==> src/rtl/imem_loader_pkg.sv <==
// Shared types and widths for the boot-time instruction-memory loader.
// Optional feature macro: IMEM_LOADER_CHECKSUM_EN (trailing XOR checksum byte).
package imem_loader_pkg;

  localparam int unsigned DEPTH_WORDS_DEFAULT = 64;
  localparam int unsigned CNT_W               = 16;
  localparam int unsigned WORD_W              = 32;
  localparam int unsigned BYTE_W              = 8;
  localparam int unsigned ADDR_W              = 32;
  localparam int unsigned SHIFT_W             = 3 * BYTE_W;

  typedef enum logic [2:0] {
    ST_IDLE,
    ST_CNT_LO,
    ST_CNT_HI,
    ST_PAYLOAD,
    ST_CHECK,
    ST_DONE,
    ST_ERROR
  } loader_state_t;

  // States in which the loader is willing to take a stream byte.
  function automatic logic takes_byte(loader_state_t s);
    return (s == ST_CNT_LO) || (s == ST_CNT_HI) || (s == ST_PAYLOAD) || (s == ST_CHECK);
  endfunction

endpackage

==> src/rtl/imem_loader_if.sv <==
// Byte-stream handshake plus instruction-memory write bus of the loader.
// Optional feature macro: IMEM_LOADER_CHECKSUM_EN (no effect on this file).
interface imem_loader_if;
  import imem_loader_pkg::*;

  logic              rx_valid;
  logic [BYTE_W-1:0] rx_data;
  logic              rx_ready;
  logic              imem_we;
  logic [ADDR_W-1:0] imem_addr;
  logic [WORD_W-1:0] imem_wdata;

  // Host side: sources the byte stream and observes memory writes.
  modport master (
    output rx_valid, rx_data,
    input  rx_ready, imem_we, imem_addr, imem_wdata
  );

  // Loader side.
  modport slave (
    input  rx_valid, rx_data,
    output rx_ready, imem_we, imem_addr, imem_wdata
  );

endinterface

==> src/rtl/imem_loader_word_assembler.sv <==
// Packs four accepted payload bytes (LSB first) into one 32-bit word.
// Optional feature macro: IMEM_LOADER_CHECKSUM_EN (no effect on this file).
module word_assembler
  import imem_loader_pkg::*;
(
  input  logic              clk,
  input  logic              reset,
  input  logic              clear,
  input  logic              byte_en,
  input  logic [BYTE_W-1:0] byte_in,
  output logic              word_done_c,
  output logic [WORD_W-1:0] wdata
);

  logic [SHIFT_W-1:0] shift_q;
  logic [1:0]         cnt_q;

  assign word_done_c = byte_en && (cnt_q == 2'd3);

  // Bytes shift in from the top so that after three bytes shift_q = {b2,b1,b0}.
  always_ff @(posedge clk or negedge reset) begin
    if (!reset) begin
      shift_q <= '0;
      cnt_q   <= '0;
      wdata   <= '0;
    end else if (clear) begin
      shift_q <= '0;
      cnt_q   <= '0;
    end else if (byte_en) begin
      cnt_q <= cnt_q + 2'd1;
      if (word_done_c) begin
        wdata <= {byte_in, shift_q};
      end else begin
        shift_q <= {byte_in, shift_q[SHIFT_W-1:BYTE_W]};
      end
    end
  end

endmodule

==> src/rtl/imem_loader.sv <==
// Boot loader: receives a counted byte image, writes it to imem from 0x0 and
// releases the core from reset once complete. Macro IMEM_LOADER_CHECKSUM_EN
// adds a trailing XOR checksum byte that must match before release.
module imem_loader
  import imem_loader_pkg::*;
#(
  parameter int unsigned DEPTH_WORDS = DEPTH_WORDS_DEFAULT
) (
  input  logic         clk,
  input  logic         reset,
  input  logic         restart,
  imem_loader_if.slave bus,
  output logic         core_reset,
  output logic         done,
  output logic         err
);

  loader_state_t     state_q, next_state;
  logic [CNT_W-1:0]  index_q, index_d;
  logic [CNT_W-1:0]  n_q, n_d;
  logic [CNT_W-1:0]  hdr_c;
  logic [BYTE_W-1:0] n_lo_q, n_lo_d;
  logic [ADDR_W-1:0] addr_q, addr_d;
  logic              rx_ready_q, rx_ready_d;
  logic              we_q, we_d;
  logic              done_d, err_d, core_reset_d;
  logic              accept_c, payload_byte_c, word_done_c, last_word_c;
  logic [WORD_W-1:0] wdata;
`ifdef IMEM_LOADER_CHECKSUM_EN
  logic [BYTE_W-1:0] csum_q, csum_d;
`endif

  // restart suppresses consumption of any byte presented alongside it
  assign accept_c       = bus.rx_valid && rx_ready_q && !restart;
  assign payload_byte_c = accept_c && (state_q == ST_PAYLOAD);
  assign last_word_c    = word_done_c && (index_q == (n_q - CNT_W'(1)));
  assign hdr_c          = {bus.rx_data, n_lo_q};

  word_assembler u_word_assembler (
    .clk         (clk),
    .reset       (reset),
    .clear       (restart),
    .byte_en     (payload_byte_c),
    .byte_in     (bus.rx_data),
    .word_done_c (word_done_c),
    .wdata       (wdata)
  );

  always_ff @(posedge clk or negedge reset) begin
    if (!reset) begin
      state_q <= ST_IDLE;
    end else begin
      state_q <= next_state;
    end
  end

  always_comb begin
    next_state = state_q;
    index_d    = index_q;
    n_d        = n_q;
    n_lo_d     = n_lo_q;
`ifdef IMEM_LOADER_CHECKSUM_EN
    csum_d     = csum_q;
`endif

    if (restart) begin
      next_state = ST_CNT_LO;
      index_d    = '0;
`ifdef IMEM_LOADER_CHECKSUM_EN
      csum_d     = '0;
`endif
    end else begin
      case (state_q)
        ST_IDLE: next_state = ST_CNT_LO;
        ST_CNT_LO: begin
          if (accept_c) begin
            n_lo_d     = bus.rx_data;
            next_state = ST_CNT_HI;
          end
        end
        ST_CNT_HI: begin
          if (accept_c) begin
            n_d = hdr_c;
            if ((hdr_c == '0) || (32'(hdr_c) > DEPTH_WORDS)) begin
              next_state = ST_ERROR;
            end else begin
              next_state = ST_PAYLOAD;
            end
          end
        end
        ST_PAYLOAD: begin
          if (accept_c) begin
`ifdef IMEM_LOADER_CHECKSUM_EN
            csum_d = csum_q ^ bus.rx_data;
`endif
            if (word_done_c) begin
              index_d = index_q + CNT_W'(1);
            end
            if (last_word_c) begin
`ifdef IMEM_LOADER_CHECKSUM_EN
              next_state = ST_CHECK;
`else
              next_state = ST_DONE;
`endif
            end
          end
        end
`ifdef IMEM_LOADER_CHECKSUM_EN
        ST_CHECK: begin
          if (accept_c) begin
            next_state = (bus.rx_data == csum_q) ? ST_DONE : ST_ERROR;
          end
        end
`endif
        default: next_state = state_q;
      endcase
    end

    // Registered outputs are computed from the state being entered.
    rx_ready_d   = !restart && takes_byte(next_state);
    we_d         = word_done_c;
    addr_d       = word_done_c ? ADDR_W'({index_q, 2'b00}) : addr_q;
    done_d       = (next_state == ST_DONE);
    err_d        = (next_state == ST_ERROR);
    core_reset_d = !((state_q == ST_DONE) && (next_state == ST_DONE));
  end

  always_ff @(posedge clk or negedge reset) begin
    if (!reset) begin
      index_q    <= '0;
      n_q        <= '0;
      n_lo_q     <= '0;
      addr_q     <= '0;
      rx_ready_q <= 1'b0;
      we_q       <= 1'b0;
      done       <= 1'b0;
      err        <= 1'b0;
      core_reset <= 1'b1;
    end else begin
      index_q    <= index_d;
      n_q        <= n_d;
      n_lo_q     <= n_lo_d;
      addr_q     <= addr_d;
      rx_ready_q <= rx_ready_d;
      we_q       <= we_d;
      done       <= done_d;
      err        <= err_d;
      core_reset <= core_reset_d;
    end
  end

`ifdef IMEM_LOADER_CHECKSUM_EN
  always_ff @(posedge clk or negedge reset) begin
    if (!reset) begin
      csum_q <= '0;
    end else begin
      csum_q <= csum_d;
    end
  end
`endif

  assign bus.rx_ready   = rx_ready_q;
  assign bus.imem_we    = we_q;
  assign bus.imem_addr  = addr_q;
  assign bus.imem_wdata = wdata;

endmodule

==> src/flat_wrapper.sv <==
// flat-port wrapper written by rule: the top's interface ports become plain ports
module imem_loader_flat import imem_loader_pkg::*;
#(
  parameter int unsigned DEPTH_WORDS = DEPTH_WORDS_DEFAULT
)
  (clk, reset, restart, core_reset, done, err, bus_rx_valid, bus_rx_data, bus_rx_ready, bus_imem_we, bus_imem_addr, bus_imem_wdata);
  imem_loader_if bus_i ();
  input  logic clk;
  input  logic reset;
  input  logic restart;
  output logic core_reset;
  output logic done;
  output logic err;
  input wire logic [$bits(bus_i.rx_valid)-1:0] bus_rx_valid;
  input wire logic [$bits(bus_i.rx_data)-1:0] bus_rx_data;
  output wire logic [$bits(bus_i.rx_ready)-1:0] bus_rx_ready;
  output wire logic [$bits(bus_i.imem_we)-1:0] bus_imem_we;
  output wire logic [$bits(bus_i.imem_addr)-1:0] bus_imem_addr;
  output wire logic [$bits(bus_i.imem_wdata)-1:0] bus_imem_wdata;
  assign bus_i.rx_valid = bus_rx_valid;
  assign bus_i.rx_data = bus_rx_data;
  assign bus_rx_ready = bus_i.rx_ready;
  assign bus_imem_we = bus_i.imem_we;
  assign bus_imem_addr = bus_i.imem_addr;
  assign bus_imem_wdata = bus_i.imem_wdata;
  imem_loader #(.DEPTH_WORDS(DEPTH_WORDS)) u_core (.clk(clk), .reset(reset), .restart(restart), .bus(bus_i), .core_reset(core_reset), .done(done), .err(err));
endmodule
==> config.mk <==
export PLATFORM = sky130hd
export DESIGN_NAME = imem_loader_flat
export DESIGN_NICKNAME = d
export VERILOG_FILES = /design/src/rtl/imem_loader_pkg.sv /design/src/rtl/imem_loader_if.sv /design/src/rtl/imem_loader_word_assembler.sv /design/src/rtl/imem_loader.sv /design/src/flat_wrapper.sv
export SDC_FILE = /design/constraint.sdc
export NUM_CORES = 1
export LEC_CHECK = 0
export ABC_AREA = 0
export BUFFER_PORTS_ARGS = -buffer_cell sky130_fd_sc_hd__buf_4
export CORE_ASPECT_RATIO = 1.4
export CORE_UTILIZATION = 25
export CTS_CLUSTER_DIAMETER = 200
export DETAILED_ROUTE_END_ITERATION = 7
export GPL_TIMING_DRIVEN = 0
export PLACE_DENSITY_LB_ADDON = 0.05
export REMOVE_ABC_BUFFERS = 1
export SLEW_MARGIN = 20
export SYNTH_ARGS = -nofsm -noshare
export SYNTH_HDL_FRONTEND = slang
export SYNTH_HIERARCHICAL = 1
export SYNTH_SLANG_ARGS = --single-unit
export TNS_END_PERCENT = 30
==> constraint.sdc <==
create_clock -name clk -period 5.8 [get_ports clk]
set_clock_uncertainty 0.15 [all_clocks]
set_input_delay 0.58 -clock clk [delete_from_list [all_inputs] [get_ports clk]]
set_output_delay 0.58 -clock clk [all_outputs]
set_load 0.01 [all_outputs]
# Yosys cells after proc, flatten, opt, wreduce, memory -nomap -nowiden

Cells that the tools add are included.

Output and inout bits: 69
Register bits after elaboration: 122
Word-level logic and storage cells: 71
Bits of input ports: 12

Bitwise logic cells: 1
Equal/unequal tests: 13
Multiplexer cells: 16
Add/sub/neg operators: 3
Reduce and logical (&&, ||, !) cells: 24
Order comparisons: 1

Operator list:

| kind                                                 | count |
|---|---|
| 2-to-1 mux 24 bit                                    | 3 |
| 2-to-1 mux 16 bit                                    | 4 |
| 2-to-1 mux 3 bit                                     | 6 |
| adder 16 x 1 -> 16 bit (second input constant)       | 1 |
| == test 16 bit                                       | 1 |
| > comparator 16 x 7 -> 1 bit (second input constant) | 1 |
| logical NOT 16 bit                                   | 1 |
| subtractor 16 x 1 -> 16 bit (second input constant)  | 1 |
| == test 3 x 2 -> 1 bit (second input constant)       | 4 |
| == test 3 bit (second input constant)                | 4 |
| case mux 3 bit (4 select lines)                      | 1 |
| AND reduction 3 bit                                  | 4 |
| nonzero test 2 bit                                   | 4 |
| logical AND 1 bit                                    | 7 |
| == test 3 x 1 -> 1 bit (second input constant)       | 2 |
| logical OR 1 bit                                     | 4 |
| 2-to-1 mux 2 bit                                     | 2 |
| logical NOT 3 bit                                    | 1 |
| adder 2 x 1 -> 2 bit (second input constant)         | 1 |
| == test 2 bit (second input constant)                | 1 |
| logical NOT 1 bit                                    | 2 |
| != test 2 bit (second input constant)                | 1 |
| AND reduction 2 bit                                  | 1 |
| inverter 1 bit                                       | 1 |

# Depth between registers and ports, before layout

Gate-level depths: netlist of run 1.

Word-level depth: 14
Mapped depth: 12

# Hierarchy

The synthesis of run 1 kept the hierarchy.

Modules (own cells, without submodules):

| module         | cells each | times used | area an instance (um2) |
|---|---|---|---|
| imem_loader    | 312        | 1          | 3384.5 |
| word_assembler | 184        | 1          | 2406.1 |

# Least setup slack after synthesis of run 1

No wires, ideal clock.

Path type: input port to flip-flop
Start: input restart
End: register u_core.index_q[14]
Required time: 5.518 ns
Setup slack: 2.440 ns
Arrival: 3.079 ns
Setup time: 0.132 ns
Stages on the path: 12
Path through: clkbuf_1 nand4b_1 nor2_1 and2_4 clkbuf_1 nand2_1 nor3_1 o2111ai_1 nor2_1 nand4_1 xor2_1 nor2_1

Longest elaborated chain between the ends: 6
Elaborated cells between the ends (all ways): 9
Classes of those cells: 1 x mux; 8 x reduce/logical

RTL lines:

| item                          | line                             | RTL |
|---|---|---|
| start, declared               | flat_wrapper.sv:10               | `input logic restart;` |
| logical NOT 1 bit             | imem_loader.sv:34                | `assign accept_c = bus.rx_valid && rx_ready_q && !restart;` |
| logical AND 1 bit             | imem_loader.sv:34                |  |
| logical AND 1 bit             | imem_loader.sv:35                | `assign payload_byte_c = accept_c && (state_q == ST_PAYLOAD);` |
| net u_core.payload_byte_c     | imem_loader.sv:27                | `logic accept_c, payload_byte_c, word_done_c, last_word_c;` |
| logical AND 1 bit             | imem_loader_word_assembler.sv:18 | `assign word_done_c = byte_en && (cnt_q == 2'd3);` |
| net u_core.we_d               | imem_loader.sv:25                | `logic we_q, we_d;` |
| nonzero test 2 bit (no line)  | -                                |  |
| AND reduction 3 bit (no line) | -                                |  |
| end signal, assigned          | imem_loader.sv:140               | `index_q <= index_d;` |
| end, declared                 | imem_loader.sv:19                | `logic [CNT_W-1:0] index_q, index_d;` |

The timed path passes the listed nets, and every way through them passes these cells.
A chain may end at the register's enable or synchronous reset.

# Worst setup path in the final report of run 1

Start: input restart
End: register u_core.done

Longest elaborated chain between the ends: 10
Elaborated cells between the ends (all ways): 12
Classes of those cells: 1 x eq/ne; 6 x mux; 5 x reduce/logical

RTL lines:

| item                            | line                             | RTL |
|---|---|---|
| logical NOT 1 bit               | imem_loader.sv:34                |  |
| logical AND 1 bit               | imem_loader.sv:34                |  |
| logical AND 1 bit               | imem_loader.sv:35                |  |
| net u_core.payload_byte_c       | imem_loader.sv:27                |  |
| logical AND 1 bit               | imem_loader_word_assembler.sv:18 |  |
| net u_core.we_d                 | imem_loader.sv:25                |  |
| logical AND 1 bit               | imem_loader.sv:36                | `assign last_word_c = word_done_c && (index_q == (n_q - CNT_W'(1)));` |
| 2-to-1 mux 3 bit                | imem_loader.sv:99                | `if (last_word_c) begin` |
| 2-to-1 mux 3 bit                | imem_loader.sv:92                | `if (accept_c) begin` |
| case mux 3 bit (4 select lines) | imem_loader.sv:73                | `case (state_q)` |
| 2-to-1 mux 3 bit                | imem_loader.sv:66                | `if (restart) begin` |
| net u_core.next_state[2]        | imem_loader.sv:18                | `loader_state_t state_q, next_state;` |
| == test 3 bit                   | imem_loader.sv:123               | `done_d = (next_state == ST_DONE);` |
| net u_core.done_d               | imem_loader.sv:26                | `logic done_d, err_d, core_reset_d;` |
| end signal, assigned            | imem_loader.sv:146               | `done <= done_d;` |
| end, declared                   | imem_loader.sv:14                | `output logic done,` |

The timed path passes the listed nets, and every way through them passes these cells.

==> metrics.md, run 1 <==
| Metric | Value |
|---|---|
| Run status | `complete, no violations` |
| Final hold violations | `0` |
| Async set-reset flop share out of synthesis | `100%` |
| Max stage delay cell, worst path | `nor4_1` |
| Met2 usage in global routing | `19.5%` |
| Total Wirelength | `13700 um` |
| Die H | `182 um` |
| Int Pwr | `1590 uW` |
| Num rows | `65` |
| GR Util met1 | `16.2%` |
| Hold path startpoint | `bus_rx_data[0]` |
| Top_reg_cell synth | `dfrtp_1` |
| Antenna violations before repair | `0` |
| Multi-input logic area | `0.00249 sq mm` |
| Gr busiest metal | `met2` |
| Comb pwr share | `5.8%` |
| Slew HR | `37.1%` |
| Final Util | `31.3%` |
| # setup viols final | `0` |
| Critical Path Start Type | `input pin` |
| Die width | `131 um` |
| Ratio of cells with drive above 1 in the final layout | `32.3%` |
| CTS resizes | `0` |
| YS warnings | `6` |
| Sw Pwr | `502 uW` |
| Dpl cells | `832` |
| Leak | `0.00333 uW` |
| Avg Cell Area, Syn | `11.7 sq um` |
| MaxCap Viol Count | `0` |
| Root buffer cell | `clkbuf_16` |
| Setup_tns | `0 ns` |
| Post-Syn Area | `0.00579 sq mm` |
| Tot Pwr | `2090 uW` |
| Origin of the critical flop-to-flop path | `u_core/n_q[0]$_DFFE_PN0P_` |
| DR WL/cell | `15.9 um` |
| DRT iter0 DRCs | `184` |
| Final std cells w/o fill | `864` |
| Fmax | `263 MHz` |
| TritonCTS Buffers | `17` |
| Req. time, crit path | `5.97 ns` |
| H-Tree Depth | `4` |
| Hpwl dp | `9040 um` |
| CP max FO | `54` |
| VDD IR-drop max | `0.000201 V` |
| Initial Util | `25.6%` |
| Clk Latency, worst-skew pair | `0.41 ns` |
| CP Class | `input pin to flip-flop` |
| RD Place Congestion | `0.808` |
| Largest net degree at the start of global routing | `85` |
| Routed Antenna Nets | `0` |
| # Post-CTS Setup Buffers | `0` |
| Cells after synthesis | `496` |
| Sequential cell area fraction in the yosys report | `52.7%` |
| Largest stage delay, worst path | `0.58 ns` |
| CP startpoint | `restart` |
| Hold WC Path Type | `input pin to flip-flop` |
| Part of the power in registers | `42.3%` |
| Post-layout nets | `566` |
| Net Sw Frac | `24.0%` |
| First-pass GRT wire length | `22200 um` |
| I/O Pins | `81` |
| Clock buffer depth | `2` |
| Fillers | `2388` |
| DRC viols | `0` |
| Crit path capture type | `flip-flop` |
| Final period util | `65.5%` |
| Die footprint | `0.0238 sq mm` |
| Worst Path Arrival | `3.97 ns` |
| Pre-CTS setup slack | `1.36 ns` |
| #FFs+latches synth | `122` |
| Clock share of power | `51.9%` |
| # diodes | `0` |
| Period minus WS final | `3.80 ns` |
| Sequential Area | `0.00305 sq mm` |
| Cell Chain, Critical Path | `buf_4, nand4b_1, nor2_1, and2_4, nand3_1, a2111oi_0, o2111ai_1, nor4_1, a21oi_1, nor3_2, nor3b_2` |
| Library cells used by synthesis | `61` |
| Area Growth Syn to Fin | `22.1%` |
| PwrDens | `296 mW/mm^2` |
| Clock sink count | `122` |
| DRT Pass-1 Iters | `4` |
| Vias in the first global route | `3799` |
| Gr ovfl total | `0` |
| CTS tree | `yes` |
| Final worst slack | `2.00 ns` |
| CTS Hold Buffers Added | `1` |
| Met3 Use GR | `2.76%` |
| Max-slew violations | `0` |
| Overall routing resource usage | `12.4%` |
| Port-buffer cells | `64` |
| Reg clk slew, reported paths | `0.06 ns` |
| Unrepaired setup endpoints after global routing | `false` |
| Post-synth EDFFs | `0` |
| DR vias | `3787` |
| Routed vias/inst | `4.38` |
| Least-Margin Pin Slew | `0.936 ns` |
| Area of the core | `0.0226 sq mm` |
==> sequential cells by signal, indices dropped and copies added (netlist names) <==
name,cells
u_core/u_word_assembler/wdata,32
u_core/index_q,16
u_core/bus.rx_ready,1
u_core/bus.imem_addr,16
u_core/n_q,16
u_core/n_lo_q,8
u_core/u_word_assembler/shift_q,24
u_core/err,1
u_core/u_word_assembler/cnt_q,2
u_core/done,1
u_core/state_q,3
u_core/core_reset,1
u_core/bus.imem_we,1
==> synth_stat cells (4+ instances only) <==
library cell | n | share of area [%]
dfrtp_1 | 121 | 52
nand2_1 | 57 | 3.7
mux2_2 | 42 | 8.2
nor2_1 | 31 | 2.0
a21oi_1 | 30 | 2.6
mux2_4 | 30 | 7.8
buf_4 | 17 | 2.2
clkbuf_1 | 17 | 1.1
xnor2_1 | 16 | 2.4
xor2_1 | 15 | 2.3
nand3_1 | 12 | 1.0
nor3_1 | 9 | 0.78
buf_2 | 6 | 0.52
nand4_1 | 6 | 0.65
inv_1 | 5 | 0.32
nor4_1 | 5 | 0.54
o21ai_0 | 5 | 0.43
and2_1 | 4 | 0.43
==> critical path, delay by kind of cell <==
kind | cells | cell delay [ns]
buf+inv | 1 | 0.29
compound gates | 3 | 0.86
simple gates | 7 | 2.21
==> power by group through the flow <==
stage	sequential (uW)	clock [uW]	combinational [uW]
2_1_floorplan	895	0	67.3
3_3_place_gp	901	0	118
3_5_place_dp	901	0	124
4_1_cts	886	1130	125
5_1_grt	889	1160	137
6_report	886	1090	121
==> routing by layer <==
layer	up-vias	routed length [um]
met1	1870	6290
li1	1821	-
met5	-	0
met4	0	300
met3	16	473
met2	80	6640
==> stage by stage <==
stage | cell area (sq um) | hold slack, ns
after floorplan | 5550 | 0.134
after global placement | 6400 | 0.342
after detailed placement | 6460 | 0.333
after CTS | 7060 | 0.290
after global routing | 7070 | 0.303
final | 7070 | 0.305
==> worst paths after layout <==
path	to	slack [ns]	depth (start not counted)
setup / recovery	u_core/done$_DFF_PN0_	2.00	11
hold / removal	u_core/u_word_assembler/shift_q[16]$_DFFE_PN0P_	0.31	3
setup reg to reg	u_core/done$_DFF_PN0_	2.06	10
hold reg to reg	u_core/u_word_assembler/wdata[5]$_DFFE_PN0P_	0.35	1
max in group asynchronous	u_core/core_reset$_DFF_PN1_	4.24	3
min in group asynchronous	u_core/u_word_assembler/wdata[7]$_DFFE_PN0P_	0.48	2
==> cell type report <==
cell class,count,area share (%)
clock buffer,17,6.02
timing repair buffer,67,7.59
tap,301,5.33
multi-input combinational,338,35.2
inverter,5,0.265
clock inverter,14,2.42
sequential,122,43.2
==> cell families (layout without fill, tap and decap cells) <==
| kind of cell | count (synthesis) | after routing | share of synthesized area [%] |
|---|---|---|---|
| and+or+nand+nor | 155 | 155 | 13.6 |
| buffers and inverters | 51 | 103 | 5.51 |
| DFF | 122 | 122 | 52.7 |
| AOI/OAI and AO/OA | 58 | 58 | 6.29 |
| adders and majority gates | 3 | 3 | 0.648 |
| xor gates and xnor gates | 31 | 31 | 4.69 |
| muxes | 75 | 75 | 16.5 |
| other | 1 | 16 | 0.0648 |
==> cell usage in the layout, fill, tap and decap left out, types with 15 or more instances in the layout <==
cell type  instances
buf_4             63
mux2_4            30
dfrtp_1          121
nor2_1            31
xor2_1            15
xnor2_1           16
a21oi_1           30
mux2_2            42
clkbuf_16         17
conb_1            16
nand2_1           57
No activity file was read; power rests on OpenSTA's default activity.
==> inputs of run 2 (changes only) <==
Settings changed: ABC_AREA 0 to 1.
Clock period 5.8 ns to 3.1 ns, I/O delays scaled along.
==> run 2 against run 1 <==
Design area grew 4.6%. Routed wire length grew 24%. Sequential share of layout area shrank 1.9 points. Die area grew 3.2%. Critical path type is now flip-flop to flip-flop. Highest routed layer unchanged.
==> metrics.md, run 2 <==
| Metric | Value |
|---|---|
| Die footprint | `0.0245 sq mm` |
| Part of the power in registers | `43.8%` |
| PwrDens | `521 mW/mm^2` |
| DRT iter0 DRCs | `232` |
| Hpwl dp | `10900 um` |
| Routed Antenna Nets | `0` |
| Overall routing resource usage | `14.9%` |
| Library cells used by synthesis | `45` |
| Worst Path Arrival | `3.02 ns` |
| R2r setup slk | `0.24 ns` |
| Total Wirelength | `17100 um` |
| Reg clk slew, reported paths | `0.06 ns` |
| Period minus WS final | `2.86 ns` |
| GR Util met1 | `17.4%` |
| Met3 Use GR | `3.20%` |
| Routed vias/inst | `4.43` |
| Least-Margin Pin Slew | `0.789 ns` |
| Top_reg_cell synth | `dfrtp_1` |
| Final hold violations | `0` |
| Post-layout nets | `803` |
| Most frequent cells in the layout | `nand2_1 (211), dfrtp_1 (121), buf_4 (67), o21ai_0 (67), inv_1 (58)` |
| Die H | `185 um` |
| Largest net degree at the start of global routing | `89` |
| Final std cells w/o fill | `1106` |
| Fmax | `350 MHz` |
| Gr busiest metal | `met2` |
| Most instantiated library cell after synthesis | `nand2_1` |
| First-pass GRT wire length | `27500 um` |
| Crit path capture type | `flip-flop` |
| TritonCTS Buffers | `17` |
| Post-synth top area share | `50.7%` |
| MaxCap Viol Count | `0` |
| Tot Pwr | `3850 uW` |
| Met2 usage in global routing | `26.8%` |
| Dpl cells | `1059` |
| Final period util | `92.3%` |
| Fillers | `2545` |
| Cells after synthesis | `717` |
| Run status | `complete, no violations` |
| DR WL/cell | `15.4 um` |
| Max reg flops | `32` |
| Async set-reset flop share out of synthesis | `100%` |
| # diodes | `0` |
| H-Tree Depth | `4` |
| YS warnings | `6` |
| Multi-input logic area | `0.00249 sq mm` |
| Comb pwr share | `6.7%` |
| Vias in the first global route | `4982` |
| Antenna violations before repair | `0` |
| Sw Pwr | `931 uW` |
| Area Growth Syn to Fin | `23.8%` |
| Clock share of power | `49.6%` |
| Hold WC Path Type | `input pin to flip-flop` |
| DR vias | `4898` |
| Clock buffer depth | `2` |
| Sequential cell area fraction in the yosys report | `51.1%` |
| Leak | `0.00381 uW` |
| CTS tree | `yes` |
| Most frequent cells after synthesis | `nand2_1 (211), dfrtp_1 (121), o21ai_0 (67), inv_1 (59), nor2_1 (56)` |
| DRC viols | `0` |
| Die width | `133 um` |
| Num rows | `66` |
| CP Class | `flip-flop to flip-flop` |
| Largest stage delay, worst path | `0.40 ns` |
| #FFs+latches synth | `122` |
| Root buffer cell | `clkbuf_16` |
| Slew HR | `47.3%` |
| Critical Path Start Type | `flip-flop` |
| Commonest non-fill, non-tap cell in the layout | `nand2_1` |
| # setup viols final | `0` |
| Clock sink count | `122` |
| Biggest register | `u_core/u_word_assembler/wdata` |
| Sequential Area | `0.00305 sq mm` |
| Ratio of cells with drive above 1 in the final layout | `17.6%` |
| Area of the core | `0.0234 sq mm` |
| Post-Syn Area | `0.00598 sq mm` |
| Largest regs | `u_core/u_word_assembler/wdata: 32 flops, u_core/u_word_assembler/shift_q: 24 flops` |
| Cell Chain, Critical Path | `nand2_1, nor2_2, inv_2, nor2_4, nand2_8, clkinvlp_4, nand3_4, nor2_8, nand2_2, clkinv_2, nand2_4, nor2_4, nand2_2, nor3_4, nand3_2, nand2_1, o21ai_1, and2_1` |
| Clk Latency, worst-skew pair | `0.42 ns` |
| Unrepaired setup endpoints after global routing | `false` |
| Gr ovfl total | `0` |
| Initial Util | `25.6%` |
| Net Sw Frac | `24.1%` |
| Largest area contributor in the netlist | `dfrtp_1` |
| VDD IR-drop max | `0.000390 V` |
| RD Place Congestion | `0.792` |
| Port-buffer cells | `64` |
| Int Pwr | `2920 uW` |
| Top cells by area, synth | `dfrtp_1 (51%), nand2_1 (13%), o21ai_0 (5.6%)` |
| CP max FO | `7` |
| Avg Cell Area, Syn | `8.33 sq um` |
| I/O Pins | `81` |
| Req. time, crit path | `3.26 ns` |
| Max-slew violations | `0` |
| DRT Pass-1 Iters | `4` |
| Post-synth EDFFs | `0` |
| Max stage delay cell, worst path | `dfrtp_1` |
==> run 2: through the flow <==
stage	TNS [ns]	cell area, sq um	util [%]	setup WS, ns	hold slack, ns
CTS	0	7400	31.6	0.162	0.000252
global route	0	7400	31.6	0.0180	0.00597
global placement	-179.38	6610	28.3	-3.38	0.311
finish	0	7400	31.6	0.239	0.00832
floorplan	-25.29	5750	-	-1.27	-0.136
detailed placement	-67.64	6660	28.5	-2.02	0.0554
==> run 2: area by class of cell <==
type                            instances  area share, %
Clock buffer                           25           6.83
Clock inverter                          6          0.846
Inverter                               65           3.37
Multi-Input combinational cell        503           33.7
Sequential cell                       122           41.3
Tap cell                              306           5.18
Timing Repair Buffer                   78           8.73
Timing Repair inverter                  1         0.0677
==> run 2: kinds of logic (layout without fill, tap and decap cells) <==
group	after synthesis	after routing	synth area share [%]
xor+xnor	11	11	1.61
buf+inv	109	175	8.88
mux	1	1	0.188
simple gates	365	367	28.2
compound gates	105	105	9.36
other cells	1	16	0.0628
flops	122	122	51.1
fa+ha+maj	3	3	0.628
==> run 2: power by group through the flow <==
| stage | Sequential [uW] | Clock, uW | Combinational (uW) |
|---|---|---|---|
| 6_report | 1690 | 1910 | 257 |
| 5_1_grt | 1690 | 2050 | 300 |
| 4_1_cts | 1690 | 1990 | 266 |
| 3_5_place_dp | 1710 | 0 | 252 |
| 3_3_place_gp | 1710 | 0 | 243 |
| 2_1_floorplan | 1700 | 0 | 142 |
==> run 2: critical path: cells and delay by family, from the launching register on <==
kind | cells | cell delay [ns]
AND/OR/NAND/NOR | 14 | 1.72
flip-flops | 1 | 0.40
buffers and inverters | 3 | 0.37
AO/OA/AOI/OAI | 1 | 0.08
==> run 2: layer usage <==
metal	share of wire [%]	wire, um
met1	43	7280
met2	53	8960
met3	3.2	541
met4	1.6	268
met5	0	0
==> run 2: final timing paths <==
path | start | to | depth (start not counted)
setup / recovery | u_core/bus.rx_ready$_DFF_PN0_ | u_core/index_q[14]$_DFFE_PN0P_ | 18
hold / removal | bus_rx_data[1] | u_core/u_word_assembler/wdata[25]$_DFFE_PN0P_ | 3
setup reg to reg | u_core/bus.rx_ready$_DFF_PN0_ | u_core/index_q[14]$_DFFE_PN0P_ | 18
hold reg to reg | u_core/u_word_assembler/shift_q[5]$_DFFE_PN0P_ | u_core/u_word_assembler/shift_q[5]$_DFFE_PN0P_ | 2
max in group asynchronous | reset | u_core/n_q[0]$_DFFE_PN0P_ | 3
min in group asynchronous | reset | u_core/index_q[4]$_DFFE_PN0P_ | 2
==> run 2: what timing repair did <==
item                                    4_1_cts  5_1_grt
hold endpoints to repair                     43        0
resized for setup                             4        0
hold buffers                                  8        0
buffers inserted                              5        0
endpoints found under the setup margin       71        0
